===== config.mk =====
export PLATFORM = sky130hd
export DESIGN_NAME = lsu_dmem_flat
export DESIGN_NICKNAME = d
export VERILOG_FILES = /design/src/rtl/lsu_dmem_if.sv /design/src/rtl/lsu_dmem.sv /design/src/flat_wrapper.sv
export SDC_FILE = /design/constraint.sdc
export NUM_CORES = 1
export LEC_CHECK = 0
export BUFFER_PORTS_ARGS = -buffer_cell sky130_fd_sc_hd__buf_4
export CAP_MARGIN = 20
export CORE_MARGIN = 2
export CORE_UTILIZATION = 49
export DETAILED_ROUTE_END_ITERATION = 12
export MAX_ROUTING_LAYER = met4
export PLACE_DENSITY = 0.85
export SLEW_MARGIN = 40
export SYNTH_ARGS = -nofsm -noshare
export SYNTH_HDL_FRONTEND = slang
export SYNTH_SLANG_ARGS = --single-unit

===== constraint.sdc =====
create_clock -name clock -period 6.9 [get_ports clock]
set_clock_uncertainty 0.15 [all_clocks]
set_input_delay 0.69 -clock clock [delete_from_list [all_inputs] [get_ports clock]]
set_output_delay 0.69 -clock clock [all_outputs]
set_load 0.01 [all_outputs]

===== src/rtl/lsu_dmem_if.sv =====
// Request/response handshake bundle between the execute stage (master) and the LSU (slave).
interface lsu_dmem_if #(
  parameter int unsigned ADDR_WIDTH = 32,
  parameter int unsigned TAG_WIDTH  = 5
);
  logic                  req_valid;
  logic                  req_ready;
  logic                  req_store;
  logic [2:0]            req_funct3;
  logic [ADDR_WIDTH-1:0] req_address;
  logic [31:0]           req_data;
  logic [TAG_WIDTH-1:0]  req_tag;
  logic                  resp_valid;
  logic                  resp_ready;
  logic [31:0]           resp_data;
  logic [TAG_WIDTH-1:0]  resp_tag;
  logic                  resp_error;

  modport master (
    output req_valid, req_store, req_funct3, req_address, req_data, req_tag, resp_ready,
    input  req_ready, resp_valid, resp_data, resp_tag, resp_error
  );

  modport slave (
    input  req_valid, req_store, req_funct3, req_address, req_data, req_tag, resp_ready,
    output req_ready, resp_valid, resp_data, resp_tag, resp_error
  );
endinterface


===== src/rtl/lsu_dmem.sv =====
// Load/store unit: one request at a time, alignment/funct3 check, byte-lane memory
// port with one-cycle synchronous read, and sign/zero extension of load data.
module lsu_dmem #(
  parameter int unsigned ADDR_WIDTH = 32,
  parameter int unsigned TAG_WIDTH  = 5
) (
  input  logic                  clock,
  input  logic                  reset,
  lsu_dmem_if.slave             bus,
  output logic [ADDR_WIDTH-1:0] mem_address,
  output logic [3:0]            mem_width,
  output logic                  mem_write,
  output logic [31:0]           mem_data_out,
  input  logic [31:0]           mem_data_in
);
  localparam int unsigned DATA_WIDTH = 32;
  localparam logic [3:0]  WIDTH_B    = 4'd1;
  localparam logic [3:0]  WIDTH_H    = 4'd2;
  localparam logic [3:0]  WIDTH_W    = 4'd4;

  typedef enum logic [1:0] {IDLE, ISSUE, LOAD_WAIT, RESP} state_t;

  state_t                 state_q, state_d;
  logic                   req_ready_q, req_ready_d;
  logic                   resp_valid_q, resp_valid_d;
  logic [DATA_WIDTH-1:0]  resp_data_q, resp_data_d;
  logic [TAG_WIDTH-1:0]   resp_tag_q, resp_tag_d;
  logic                   resp_error_q, resp_error_d;
  logic                   mem_write_q, mem_write_d;
  logic [3:0]             mem_width_q, mem_width_d;
  logic [ADDR_WIDTH-1:0]  mem_address_q, mem_address_d;
  logic [DATA_WIDTH-1:0]  mem_data_out_q, mem_data_out_d;
  logic [2:0]             funct3_q, funct3_d;

  logic [3:0]             width_c;
  logic                   aligned_c;
  logic                   funct3_ok_c;
  logic                   legal_c;
  logic [DATA_WIDTH-1:0]  load_data_c;

  // Request decode: access width, alignment and funct3 legality
  always_comb begin
    width_c     = WIDTH_W;
    aligned_c   = 1'b0;
    funct3_ok_c = 1'b0;
    case (bus.req_funct3[1:0])
      2'd0:    begin width_c = WIDTH_B; aligned_c = 1'b1; end
      2'd1:    begin width_c = WIDTH_H; aligned_c = ~bus.req_address[0]; end
      2'd2:    begin width_c = WIDTH_W; aligned_c = (bus.req_address[1:0] == 2'b00); end
      default: begin width_c = WIDTH_W; aligned_c = 1'b0; end
    endcase
    if (bus.req_store) funct3_ok_c = (bus.req_funct3 <= 3'd2);
    else               funct3_ok_c = (bus.req_funct3 != 3'd3) && (bus.req_funct3 <= 3'd5);
    legal_c = funct3_ok_c && aligned_c;
  end

  // Memory returns data right-justified; extend according to the captured funct3
  always_comb begin
    load_data_c = mem_data_in;
    case (funct3_q)
      3'd0:    load_data_c = {{24{mem_data_in[7]}}, mem_data_in[7:0]};
      3'd1:    load_data_c = {{16{mem_data_in[15]}}, mem_data_in[15:0]};
      3'd4:    load_data_c = {24'd0, mem_data_in[7:0]};
      3'd5:    load_data_c = {16'd0, mem_data_in[15:0]};
      default: load_data_c = mem_data_in;
    endcase
  end

  // Next-state and registered-output logic
  always_comb begin
    state_d        = state_q;
    req_ready_d    = req_ready_q;
    resp_valid_d   = resp_valid_q;
    resp_data_d    = resp_data_q;
    resp_tag_d     = resp_tag_q;
    resp_error_d   = resp_error_q;
    mem_write_d    = 1'b0;
    mem_width_d    = mem_width_q;
    mem_address_d  = mem_address_q;
    mem_data_out_d = mem_data_out_q;
    funct3_d       = funct3_q;
    case (state_q)
      IDLE: begin
        req_ready_d = 1'b1;
        if (req_ready_q && bus.req_valid) begin
          req_ready_d = 1'b0;
          funct3_d    = bus.req_funct3;
          resp_tag_d  = bus.req_tag;
          if (legal_c) begin
            state_d        = ISSUE;
            mem_address_d  = bus.req_address;
            mem_width_d    = width_c;
            mem_data_out_d = bus.req_data;
            mem_write_d    = bus.req_store;
          end else begin
            state_d      = RESP;
            resp_valid_d = 1'b1;
            resp_error_d = 1'b1;
            resp_data_d  = '0;
          end
        end
      end
      ISSUE: begin
        if (mem_write_q) begin
          state_d      = RESP;
          resp_valid_d = 1'b1;
          resp_error_d = 1'b0;
          resp_data_d  = '0;
        end else begin
          state_d = LOAD_WAIT;
        end
      end
      LOAD_WAIT: begin
        state_d      = RESP;
        resp_valid_d = 1'b1;
        resp_error_d = 1'b0;
        resp_data_d  = load_data_c;
      end
      RESP: begin
        if (bus.resp_ready) begin
          state_d      = IDLE;
          resp_valid_d = 1'b0;
          req_ready_d  = 1'b1;
        end
      end
      default: state_d = IDLE;
    endcase
  end

  always_ff @(posedge clock) begin
    if (reset) begin
      state_q        <= IDLE;
      req_ready_q    <= 1'b0;
      resp_valid_q   <= 1'b0;
      resp_data_q    <= '0;
      resp_tag_q     <= '0;
      resp_error_q   <= 1'b0;
      mem_write_q    <= 1'b0;
      mem_width_q    <= WIDTH_W;
      mem_address_q  <= '0;
      mem_data_out_q <= '0;
      funct3_q       <= '0;
    end else begin
      state_q        <= state_d;
      req_ready_q    <= req_ready_d;
      resp_valid_q   <= resp_valid_d;
      resp_data_q    <= resp_data_d;
      resp_tag_q     <= resp_tag_d;
      resp_error_q   <= resp_error_d;
      mem_write_q    <= mem_write_d;
      mem_width_q    <= mem_width_d;
      mem_address_q  <= mem_address_d;
      mem_data_out_q <= mem_data_out_d;
      funct3_q       <= funct3_d;
    end
  end

  assign bus.req_ready  = req_ready_q;
  assign bus.resp_valid = resp_valid_q;
  assign bus.resp_data  = resp_data_q;
  assign bus.resp_tag   = resp_tag_q;
  assign bus.resp_error = resp_error_q;
  assign mem_address    = mem_address_q;
  assign mem_width      = mem_width_q;
  assign mem_data_out   = mem_data_out_q;
  // A store whose ISSUE cycle coincides with reset must not reach memory
  assign mem_write      = mem_write_q & ~reset;
endmodule


===== src/flat_wrapper.sv =====
// flat-port wrapper written by rule: the top's interface ports become plain ports
module lsu_dmem_flat 
#(
  parameter int unsigned ADDR_WIDTH = 32,
  parameter int unsigned TAG_WIDTH  = 5
)
  (clock, reset, mem_address, mem_width, mem_write, mem_data_out, mem_data_in, bus_req_valid, bus_req_store, bus_req_funct3, bus_req_address, bus_req_data, bus_req_tag, bus_resp_ready, bus_req_ready, bus_resp_valid, bus_resp_data, bus_resp_tag, bus_resp_error);
  lsu_dmem_if #(.ADDR_WIDTH(ADDR_WIDTH), .TAG_WIDTH(TAG_WIDTH)) bus_i ();
  input  logic clock;
  input  logic reset;
  output logic [ADDR_WIDTH-1:0] mem_address;
  output logic [3:0] mem_width;
  output logic mem_write;
  output logic [31:0] mem_data_out;
  input  logic [31:0] mem_data_in;
  input wire logic [$bits(bus_i.req_valid)-1:0] bus_req_valid;
  input wire logic [$bits(bus_i.req_store)-1:0] bus_req_store;
  input wire logic [$bits(bus_i.req_funct3)-1:0] bus_req_funct3;
  input wire logic [$bits(bus_i.req_address)-1:0] bus_req_address;
  input wire logic [$bits(bus_i.req_data)-1:0] bus_req_data;
  input wire logic [$bits(bus_i.req_tag)-1:0] bus_req_tag;
  input wire logic [$bits(bus_i.resp_ready)-1:0] bus_resp_ready;
  output wire logic [$bits(bus_i.req_ready)-1:0] bus_req_ready;
  output wire logic [$bits(bus_i.resp_valid)-1:0] bus_resp_valid;
  output wire logic [$bits(bus_i.resp_data)-1:0] bus_resp_data;
  output wire logic [$bits(bus_i.resp_tag)-1:0] bus_resp_tag;
  output wire logic [$bits(bus_i.resp_error)-1:0] bus_resp_error;
  assign bus_i.req_valid = bus_req_valid;
  assign bus_i.req_store = bus_req_store;
  assign bus_i.req_funct3 = bus_req_funct3;
  assign bus_i.req_address = bus_req_address;
  assign bus_i.req_data = bus_req_data;
  assign bus_i.req_tag = bus_req_tag;
  assign bus_i.resp_ready = bus_resp_ready;
  assign bus_req_ready = bus_i.req_ready;
  assign bus_resp_valid = bus_i.resp_valid;
  assign bus_resp_data = bus_i.resp_data;
  assign bus_resp_tag = bus_i.resp_tag;
  assign bus_resp_error = bus_i.resp_error;
  lsu_dmem #(.ADDR_WIDTH(ADDR_WIDTH), .TAG_WIDTH(TAG_WIDTH)) u_core (.clock(clock), .reset(reset), .bus(bus_i), .mem_address(mem_address), .mem_width(mem_width), .mem_write(mem_write), .mem_data_out(mem_data_out), .mem_data_in(mem_data_in));
endmodule

; Word level (Yosys, flattened, before mapping)
; Index checks and enable logic that the tools add are counted.
[totals]
output_inout_bits = 109
in_bits = 109
reg_bits = 114
[op_classes]
n_eq_ne = 13
n_bitwise = 6
n_lt_le_gt_ge = 2
muxes = 23
n_reduce_logical = 16
[op_table]
columns = cell, count
row1 = 32-bit one-hot mux with 4 select lines, 1
row2 = 32-bit two-way mux, 3
row3 = 32-bit one-hot mux with 3 select lines, 1
row4 = 1-bit two-way mux, 9
row5 = 2-bit one-hot mux with 4 select lines, 1
row6 = 4-bit AND reduction, 2
row7 = "2-bit == test, second input constant", 3
row8 = "3-bit == test, second input constant", 2
row9 = 2-bit zero test, 3
row10 = 2-bit two-way mux, 3
row11 = 1-bit one-hot mux with 3 select lines, 2
row12 = 3-bit one-hot mux with 2 select lines, 1
row13 = 2-bit AND reduction, 3
row14 = 1-bit inverter, 5
row15 = "2-bit by 1-bit == test with 1-bit output, second input constant", 2
row16 = "2-bit by 1-bit != test with 1-bit output, second input constant", 2
row17 = "2-bit != test, second input constant", 2
row18 = 1-bit one-hot mux with 4 select lines, 1
row19 = 4-bit OR reduction, 1
row20 = "3-bit by 1-bit == test with 1-bit output, second input constant", 1
row21 = "3-bit by 2-bit less-or-equal comparator with 1-bit output, second input constant", 1
row22 = "3-bit less-or-equal comparator, second input constant", 1
row23 = 1-bit logical AND, 3
row24 = 3-bit zero test, 1
row25 = 6 further kinds, 6

; Logic depth before layout (Yosys ltp)
; Gate-level depths: netlist of run 1.
[logic_depth]
word_depth = 7
ltp_mapped = 10

; Worst setup path before layout of run 1
; OpenSTA, ideal clock, no wires.
[synth_path]
kind = input to register
from = in bus_req_funct3[0]
to = reg u_core.mem_address_q[23], in the netlist u_core.mem_address[23]
n_path_buf = 3
stages = 7
path_slack_ps = 4640
setup_ps = 132
arrival_time_ps = 1978
required_ps = 6618
path_cell_list = o31a_1 > or4_1 > buf_2 > buf_2 > buf_2 > nand2_1 > a21oi_1
[synth_via]
elab_chain_cells = 5
word_cells_on_any_way = 11
[synth_lines]
columns = item, line_no
row1 = start: declaration, flat_wrapper.sv:18  ; input wire logic [$bits(bus_i.req_funct3)-1:0] bus_req_funct3;
row2 = 3-bit less-or-equal comparator / 3-bit by 2-bit != test with 1-bit output (equally long branches), lsu_dmem.sv:53  ; else funct3_ok_c = (bus.req_funct3 != 3'd3) && (bus.req_funct3 <= 3'd5);
row3 = 1-bit logical AND, lsu_dmem.sv:53
row4 = 1-bit two-way mux, lsu_dmem.sv:52  ; if (bus.req_store) funct3_ok_c = (bus.req_funct3 <= 3'd2);
row5 = 1-bit logical AND (*), lsu_dmem.sv:54  ; legal_c = funct3_ok_c && aligned_c;
row6 = 3-bit AND reduction (no line) (*), n/a
row7 = end signal: assignment, lsu_dmem.sv:152  ; mem_address_q <= mem_address_d;
row8 = end: declaration, lsu_dmem.sv:31  ; logic [ADDR_WIDTH-1:0] mem_address_q, mem_address_d;
; Every way passes the cells marked *; elsewhere a longest branch is shown, timed or not.
; A chain may end at the register's enable or synchronous reset.

; Worst setup path after layout of run 1
[layout_path]
from = reg u_core.state_q[0]
to = reg u_core.mem_width_q[0], in the netlist u_core.mem_width[0]
[layout_via]
elab_chain_cells = 2
[layout_lines]
columns = item, line_no
row1 = start: declaration, lsu_dmem.sv:23  ; state_t state_q, state_d;
row2 = start signal: assignment, lsu_dmem.sv:144  ; state_q <= state_d;
row3 = 2-bit zero test, lsu_dmem.sv:82  ; case (state_q)
row4 = 3-bit AND reduction (no line), n/a
row5 = end signal: assignment, lsu_dmem.sv:151  ; mem_width_q <= mem_width_d;
row6 = end: declaration, lsu_dmem.sv:30  ; logic [3:0] mem_width_q, mem_width_d;
; No other way between the ends.

==> key figures, run 1 <==
Clock network
  – Worst skew pair latency: 500 ps
  – Clock Tree Buf Depth: 2
  – CTS Hold Buffers Added: 0
  – Post-CTS resize count: 0
  – Post-CTS Setup Repair Bufs: 0
  – CTS clk-pin slew, worst paths: 60 ps
  – Sink Count: 113
  – Total CTS buffers: 17
  – H-tree levels: 4
  – CTS Root Cell: clkbuf_8
  – CTS tree: built

GRT
  – Antenna violations before repair: 0
  – Met2 Use GR: between 40% and 50%
  – Met1 usage: 31.8%
  – Met3 Resource Use GR: under 10%
  – Largest net degree at the start of global routing: 70
  – Via count of the first global-routing pass: about 4400
  – GRT Max-Usage Layer: met2
  – GR Overflow Total: 0
  – First-pass GRT wire length: just over 20000 um
  – GRT Overall Usage: 26.8%

Power
  – Switching share of power: 31.3%
  – Comb pwr share: ~24%
  – P_leak: between 2 and 3 nW
  – Net Sw Power: 0.647 mW
  – Sequential Power Share: a little over a third
  – Pwr Total: 2.07 mW
  – Internal power of the cells: roughly 1.4 mW
  – Clock Power Share: between 30 and 40%
  – Worst VDD drop: between 0.2 and 0.25 mV
  – PD cells: between 300 and 400 nW/um2

Synth
  – Synth Warn #: 0
  – Synth Cell Area: 4360 um2
  – Share of Yosys cell area claimed by the top area cell type: approximately half
  – Synth cell count leaders: nand2_1, dfxtp_1, a21oi_1, o21ai_0, clkbuf_1
  – Synth Instances: 546
  – Top cells by area, synth: dfxtp_1, nand2_1, a21oi_1
  – Post-synth EDFFs: 0
  – Synth Flop Type: dfxtp_1
  – Synthesized flop and latch total: between 100 and 150
  – Asr flop ratio synth: 0%
  – Post-synthesis sequential area ratio: about half
  – Library cells used by synthesis: 38
  – Synth area leader: dfxtp_1
  – Most common cell in the synthesized netlist: nand2_1
  – Avg Inst Size Synth: around 8.0 um2
  – Mapped Nets: roughly 660

STA
  – Final setup margin: between 4000 and 5000 ps
  – Crit share post-route: 39.1%
  – Max-slew headroom: 52.6%
  – Setup tns final: 0 ps
  – Final hold vios: 0
  – RSZ-0062 raised after global routing: no
  – Post-layout min period: roughly 2700 ps
  – Final Max Slew Viols: 0
  – Final setup viols: 0
  – Worst slew pin tran: between 700 and 800 ps
  – Fmax: 370 MHz

Critical path
  – Critical path endpoint: u_core.mem_width[0]
  – Worst R2R Start: u_core.state_q[0]
  – WS Path Type: flop to flop
  – Crit-path max FO: 69
  – Critical path capture point type: flop
  – Critical path startpoint: u_core.state_q[0]
  – Startpoint Class: flop
  – CP Data Required Time: 7170 ps
  – Critical Path AT: roughly 3000 ps
  – Worst r2r dst: u_core.mem_width[0]
  – R2R depth: 6
  – R2R setup slack: 4200 ps

Drt
  – Post-DRT Antenna Nets: 0
  – DRC Markers: 0
  – Via count: 4643
  – DR WL/cell: between 15 and 20 um
  – Vias/cell: 5.42
  – DRT iter0 DRCs: 281
  – TritonRoute pass-1 iters: 6
  – DRT Wirelength: 12900 um

Die
  – Core area: 8680 um2
  – Die W: 98.3 um
  – Initial Utilization: between 50% and 60%
  – Ports: around 220
  – Die area: slightly below 10000 um2
  – Row cnt: 34
  – Die height: approximately 98 um

Cells and area
  – Filler cells: between 600 and 700
  – Final core occ: 75.4%
  – Nets: about 850
  – Layout area overhead: 50.1%
  – # diodes: 0
  – Share of cells above drive strength 1: a little over a third

Worst hold path
  – HP Class: input port to flop

Placed design
  – Setup WS pre-CTS: ~4200 ps
  – Placer Congestion: a little over 0.8
  – Post-DP HPWL: a little under 9000 um
  – Port-buffer cells: about 220

Job
  – Max Cap Viol: 0

Run status
  – Status: completed
-- flip-flops by register name, summed over array words and instances (netlist names), 2 cells and up --
register	flops
u_core.bus.resp_data	32
u_core.mem_address	32
u_core.mem_data_out	32
u_core.bus.resp_tag	5
u_core.funct3_q	3
u_core.mem_width	3
u_core.state_q	2
-- layer usage --
metal	wire, um	part of all wire [%]
met1	5190	40
met2	6640	51
met3	777	6.0
met4	317	2.5
met5	0	0
-- power groups by stage --
stage	Combinational (mW)	Sequential [mW]	Clock, mW
after floorplan	0.276	0.771	0
after global placement	0.476	0.753	0
after detailed placement	0.487	0.757	0
after CTS	0.492	0.743	0.834
after global routing	0.542	0.750	0.867
final	0.500	0.743	0.823
-- worst min path at each step --
stage / startpoint / end / slack (ps) / cells after the start
after floorplan: u_core.funct3_q[2] / u_core.funct3_q[2] / 290 / 2
after global placement: u_core.mem_data_out[7] / u_core.mem_data_out[7] / 290 / 2
after detailed placement: u_core.mem_address[27] / u_core.mem_address[27] / 300 / 2
after CTS: bus_req_data[15] / u_core.mem_data_out[15] / 260 / 3
after global routing: bus_req_address[20] / u_core.mem_address[20] / 270 / 3
final: bus_req_data[15] / u_core.mem_data_out[15] / 280 / 3
-- metrics by stage --
stage               hold WS (ps)  cells  cell area (um2)
floorplan                    289    546             4360
global placement             293    825             5970
detailed placement           298    825             5970
CTS                          264    857             6540
global route                 267    857             6550
finish                       283    857             6550
-- cells by family after synthesis --
family          Yosys count  synth area share, %
compound gates          180                 23.0
fa+ha+maj                 4                 1.15
buf+inv                  54                 5.13
flops                   113                 51.9
mux                       2                0.459
other cells               1               0.0860
simple gates            192                 18.3
-- layout make-up --
cell class	instances	area, um2	share of cell area, %
clock buffer	20	435	6.65
clock inverter	12	135	2.06
inverter	3	11.3	0.172
multi-input combinational	379	1900	29.0
sequential	113	2260	34.6
tap	108	135	2.06
timing repair buffer	222	1670	25.5
-- critical path, cell delays in order (launching register included) --
cell and delay [ps]:
dfxtp_1 330, inv_1 130, ha_1 360, a21bo_1 310
or4_4 820, or3_1 410, a21oi_1 110
-- placed cells by master, fill, tap and decap left out, drive strengths merged, types with 5 or more instances in the layout --
master   instances
o2111ai         16
a21oi          110
buf            222
dfxtp          113
nand4           16
clkinv           5
nor2             5
nand2          157
clkbuf          20
o21ai           42
No activity file was read; power rests on OpenSTA's default activity.
==> run 2, diff against run 1 <==
--- a/config.mk
+++ b/config.mk
@@ -8,10 +8,10 @@
 export BUFFER_PORTS_ARGS = -buffer_cell sky130_fd_sc_hd__buf_4
 export CAP_MARGIN = 20
 export CORE_MARGIN = 2
-export CORE_UTILIZATION = 49
+export CORE_UTILIZATION = 46
 export DETAILED_ROUTE_END_ITERATION = 12
 export MAX_ROUTING_LAYER = met4
-export PLACE_DENSITY = 0.85
+export PLACE_DENSITY = 0.8
 export SLEW_MARGIN = 40
 export SYNTH_ARGS = -nofsm -noshare
 export SYNTH_HDL_FRONTEND = slang
==> constraint.sdc (replaced) <==
create_clock -name clock -period 2.5 [get_ports clock]
set_clock_uncertainty 0.15 [all_clocks]
set_input_delay 0.25 -clock clock [delete_from_list [all_inputs] [get_ports clock]]
set_output_delay 0.25 -clock clock [all_outputs]
set_load 0.01 [all_outputs]
==> key figures, run 2 (synthesis gave the netlist of run 1 again) <==
Run status
  – Status: completed

Critical path
  – CP Data Required Time: 2710 ps
  – R2R depth: 7
  – Crit-path max FO: 67
  – Critical path capture point type: flop
  – Worst r2r dst: u_core.mem_address[30]
  – Worst R2R Start: u_core.state_q[0]
  – Critical Path AT: ~2600 ps
  – R2R setup slack: about 120 ps
  – WS Path Type: flop to flop
  – Startpoint Class: flop

Cells and area
  – Share of cells above drive strength 1: a little under a third
  – Most frequent cells in the layout: buf_4, nand2_1, dfxtp_1, a21oi_1, dlygate4sd3_1
  – Filler cells: ~540
  – Nets: around 950
  – Final core occ: ~82%
  – Layout area overhead: 74.6%
  – Most common cell after layout, fill and taps aside: buf_4

STA
  – RSZ-0062 raised after global routing: no
  – Final hold vios: 0
  – Max-slew headroom: approximately two thirds
  – Post-layout min period: between 2000 and 2500 ps
  – Crit share post-route: about 95%
  – Worst slew pin tran: roughly 510 ps
  – Final setup viols: 0
  – Final Max Slew Viols: 0
  – Fmax: roughly 420 MHz
  – Setup tns final: 0 ps

Clock network
  – Sink Count: around 110
  – CTS clk-pin slew, worst paths: 60 ps
  – Total CTS buffers: 17
  – Worst skew pair latency: about 500 ps
  – CTS Root Cell: clkbuf_8
  – H-tree levels: 4
  – Clock Tree Buf Depth: 2
  – CTS tree: built

Drt
  – DRT iter0 DRCs: 304
  – DR WL/cell: around 16 um
  – TritonRoute pass-1 iters: 5
  – Post-DRT Antenna Nets: 0
  – DRC Markers: 0
  – Vias/cell: ~5.4
  – Via count: between 5000 and 6000
  – DRT Wirelength: around 16000 um

GRT
  – GR Overflow Total: 0
  – GRT Overall Usage: roughly 31%
  – Antenna violations before repair: 1
  – Largest net degree at the start of global routing: 68
  – First-pass GRT wire length: between 20000 and 25000 um
  – Via count of the first global-routing pass: ~5100

Die
  – Initial Utilization: between 40% and 50%
  – Die height: 101 um
  – Row cnt: 35
  – Die W: about 100 um
  – Core area: a little over 9000 um2
  – Die area: roughly 10000 um2
  – Ports: 218

Power
  – Worst VDD drop: 0.600 mV
  – PD cells: 769 nW/um2
  – P_leak: about 3.2 nW

Placed design
  – Placer Congestion: between 0.8 and 0.9
  – Post-DP HPWL: approximately 9200 um
  – Port-buffer cells: 216

Worst hold path
  – HP Class: input port to flop
  – Hold Crit Endpoint: u_core.bus.resp_data[11]
  – HP Start: mem_data_in[11]
  – Depth of the worst hold-timing path: 5

Job
  – Max Cap Viol: 0
==> run 2: cell count changes in the layout (fill, tap and decap cells not counted), sizes merged <==
cell and delta:
diode +1, clkbuf -1, buf +6, dlygate4sd3 +99, clkinvlp -1, inv -1
==> run 2: how the worst max path moves through the flow <==
stage / start / endpoint / slack, ps / cells after the start
2_1_floorplan: u_core.state_q[0] / u_core.mem_address[23] / 270 / 10
3_3_place_gp: u_core.state_q[0] / u_core.mem_width[2] / 270 / 7
3_5_place_dp: u_core.state_q[0] / u_core.mem_address[25] / 170 / 7
4_1_cts: u_core.state_q[0] / u_core.mem_width[2] / 160 / 7
5_1_grt: u_core.state_q[0] / u_core.mem_width[2] / 10 / 7
6_report: u_core.state_q[0] / u_core.mem_address[30] / 120 / 7
==> run 2: layer usage <==
layer | part of all wire, % | wire length, um | GRT usage, % | up-vias
met5 | 0 | 0 | - | -
met2 | 53 | 8330 | 52.5 | 251
met3 | 5.3 | 839 | 6.07 | 62
li1 | - | - | - | 2465
met4 | 4.4 | 695 | 16.1 | 0
met1 | 38 | 5980 | 33.8 | 2492
==> run 2: through the flow <==
stage	setup WS [ps]	hold WS [ps]	power, mW	std cells	cell area (um2)
final	124	22.6	5.86	981	7620
after floorplan	272	227	2.89	546	4360
after global placement	266	292	3.44	852	6080
after detailed placement	170	297	3.49	852	6080
after global routing	10.8	33.2	6.11	981	7620
after CTS	165	0.642	5.83	980	7610
==> run 2: repair_timing <==
item                      in CTS  in global routing
resized for setup              0                  0
setup buffers                  0                  0
hold endpoints to repair     102                  0
hold buffers                  99                  0
==> run 2: power by group <==
part / internal (mW) / switching [mW] / total (mW)
clock: 1.42 / 0.798 / 2.22
combinational: 0.661 / 0.920 / 1.58
sequential: 1.95 / 0.104 / 2.06
total: 4.04 / 1.82 / 5.86
==> run 2: worst max-delay path, cell delays in order (launching register included) <==
cell and delay [ps]:
dfxtp_1 330, inv_1 120, ha_1 190, a21bo_1 270
or4_2 690, buf_12 240, nand2_1 130, a21oi_1 80
==> run 2: final cells by class <==
type / instances / area [um2] / area share [%]
tap: 129 / 161 / 2.12
antenna: 1 / 2.50 / 0.0329
sequential: 113 / 2260 / 29.7
clock buffer: 19 / 432 / 5.67
inverter: 3 / 11.3 / 0.148
clock inverter: 10 / 115 / 1.51
timing repair buffer: 327 / 2740 / 36.0
multi-input combinational: 379 / 1890 / 24.9
==> run 3, diff against run 2 <==
--- a/config.mk
+++ b/config.mk
@@ -7,12 +7,13 @@
 export LEC_CHECK = 0
 export BUFFER_PORTS_ARGS = -buffer_cell sky130_fd_sc_hd__buf_4
 export CAP_MARGIN = 20
+export CELL_PAD_IN_SITES_DETAIL_PLACEMENT = 0
+export CELL_PAD_IN_SITES_GLOBAL_PLACEMENT = 1
 export CORE_MARGIN = 2
-export CORE_UTILIZATION = 46
+export CORE_UTILIZATION = 31
 export DETAILED_ROUTE_END_ITERATION = 12
 export MAX_ROUTING_LAYER = met4
-export PLACE_DENSITY = 0.8
-export SLEW_MARGIN = 40
+export PLACE_DENSITY_LB_ADDON = 0.1
 export SYNTH_ARGS = -nofsm -noshare
 export SYNTH_HDL_FRONTEND = slang
 export SYNTH_SLANG_ARGS = --single-unit
==> key figures, run 3 (synthesis gave the netlist of run 1 again) <==
Run status
  – Status: completed

Drt
  – TritonRoute pass-1 iters: 4
  – DR WL/cell: ~14 um
  – Post-DRT Antenna Nets: 0
  – DRT iter0 DRCs: roughly 190
  – DRT Wirelength: about 15000 um
  – Vias/cell: around 4.8
  – Via count: between 4000 and 5000
  – DRC Markers: 0

Clock network
  – Total CTS buffers: 17
  – Post-CTS Setup Repair Bufs: 0
  – Post-CTS resize count: 0
  – Clock Tree Buf Depth: 2
  – CTS Hold Buffers Added: between 80 and 90
  – CTS clk-pin slew, worst paths: 50 ps
  – Sink Count: between 100 and 150
  – Worst skew pair latency: about 410 ps
  – CTS tree: built
  – CTS Root Cell: clkbuf_16
  – H-tree levels: 4

Cells and area
  – Filler cells: approximately 1300
  – Nets: around 940
  – Share of cells above drive strength 1: a little under a third
  – Fin area: around 7600 um2
  – Most common cell after layout, fill and taps aside: buf_4
  – # diodes: 0
  – Layout area overhead: 73.9%
  – Most frequent cells in the layout: buf_4, nand2_1, dfxtp_1, a21oi_1, dlygate4sd3_1

Job
  – Max Cap Viol: 0

STA
  – Final hold vios: 0
  – Setup tns final: 0 ps
  – Final Max Slew Viols: 0
  – Post-layout min period: between 2000 and 2500 ps
  – Crit share post-route: 90.5%
  – Worst slew pin tran: between 900 and 1000 ps
  – Fmax: between 400 and 500 MHz
  – Max-slew headroom: 39.7%
  – RSZ-0062 raised after global routing: no
  – Final setup viols: 0

Critical path
  – R2R setup slack: 250 ps
  – Most frequent CP cell: buf_4
  – Max incr delay on CP: between 600 and 700 ps
  – Critical Path AT: around 2400 ps
  – Worst R2R Start: u_core.state_q[0]
  – Crit-path max FO: 32
  – Worst r2r dst: u_core.mem_data_out[21]
  – R2R depth: 7
  – Crit-path cells: dlygate4sd3_1 > buf_4 > o31a_1 > or4_2 > buf_4 > nand2_1 > a21oi_1
  – WS Path Type: input port to flop
  – Critical path capture point type: flop
  – CP Data Required Time: about 2600 ps
  – Slowest-stage cell, CP: or4_2
  – Startpoint Class: input port

GRT
  – Met2 Use GR: 31.0%
  – Antenna violations before repair: 0
  – GRT Overall Usage: 19.7%
  – Met1 usage: approximately a quarter
  – Via count of the first global-routing pass: between 4000 and 5000
  – Largest net degree at the start of global routing: between 60 and 70
  – First-pass GRT wire length: ~22000 um
  – Met3 Resource Use GR: between 4 and 5%
  – GR Overflow Total: 0
  – GRT Max-Usage Layer: met2

Power
  – Switching share of power: about 30%
  – Sequential Power Share: 33.3%
  – Net Sw Power: 1.82 mW
  – Internal power of the cells: about 4.3 mW
  – Worst VDD drop: around 0.58 mV
  – PD cells: roughly 810 nW/um2
  – Clock Power Share: 41.6%
  – P_leak: about 3.1 nW
  – Comb pwr share: 25.1%

Die
  – Initial Utilization: between 30% and 40%
  – Core area: roughly 14000 um2
  – Die height: 123 um
  – Die area: 15000 um2
  – Die W: 123 um
  – Row cnt: 43
  – Ports: approximately 220

Placed design
  – Placed Instance Area: about 6000 um2
  – Placer Congestion: approximately 0.75
  – Post-DP HPWL: around 9500 um
  – Port-buffer cells: around 220

Worst hold path
  – HP Class: input port to flop
  – HP Start: mem_data_in[24]
  – Hold Crit Endpoint: u_core.bus.resp_data[24]
  – Depth of the worst hold-timing path: 3
[run 3: cell types whose count changed in the layout (fill, tap and decap cells not counted), sizes merged]
cell and delta:
clkbuf +3, diode -1, clkinvlp -2, dlygate4sd3 -18
bufinv +2, buf +1
[run 3: layout make-up]
class | instances | area [um2] | share of cell area, %
clock buffer | 22 | 474 | 6.25
tap | 180 | 225 | 2.97
sequential | 113 | 2260 | 29.8
multi-input combinational | 379 | 1900 | 25.1
inverter | 3 | 11.3 | 0.148
timing repair buffer | 310 | 2550 | 33.7
clock inverter | 10 | 156 | 2.06
[run 3: power by group through the flow]
stage | Clock [mW] | Combinational [mW] | Sequential [mW]
final | 2.56 | 1.54 | 2.05
after global routing | 2.70 | 1.69 | 2.07
after CTS | 2.61 | 1.54 | 2.05
after detailed placement | 0 | 1.44 | 2.09
after global placement | 0 | 1.42 | 2.08
after floorplan | 0 | 0.761 | 2.13
[run 3: per-layer routing]
metal  vias to the layer above  share of wire [%]
met4                         0                1.9
met5                         -                  0
met1                      2293                 44
li1                       2435                  -
met3                        23                4.9
met2                       146                 49
[run 3: worst max-delay path by stage]
stage / start / end / slack [ps] / depth (start not counted)
global placement: u_core.state_q[0] / u_core.mem_data_out[21] / 340 / 7
detailed placement: u_core.state_q[0] / u_core.mem_data_out[21] / 260 / 7
global route: bus_req_funct3[0] / u_core.mem_data_out[19] / 150 / 7
finish: bus_req_funct3[0] / u_core.mem_data_out[21] / 240 / 7
CTS: bus_req_funct3[0] / u_core.mem_data_out[21] / 250 / 7
floorplan: u_core.state_q[0] / u_core.mem_address[23] / 270 / 10
[run 3: through the flow]
step	utilization, %	hold WS [ps]	worst slack, ps	cells	total power [mW]
6_report	54.9	25.0	237	1017	6.15
2_1_floorplan	-	227	272	546	2.89
3_3_place_gp	44.4	292	338	904	3.50
5_1_grt	54.9	28.4	154	1017	6.46
4_1_cts	54.9	9.88	254	1017	6.20
3_5_place_dp	44.4	297	264	904	3.52
[run 3: worst max-delay path, delay by kind of cell]
| kind | cells | cell delay [ps] |
|---|---|---|
| AOI/OAI and AO/OA | 2 | 440 |
| buffers and inverters | 3 | 970 |
| and+or+nand+nor | 2 | 720 |
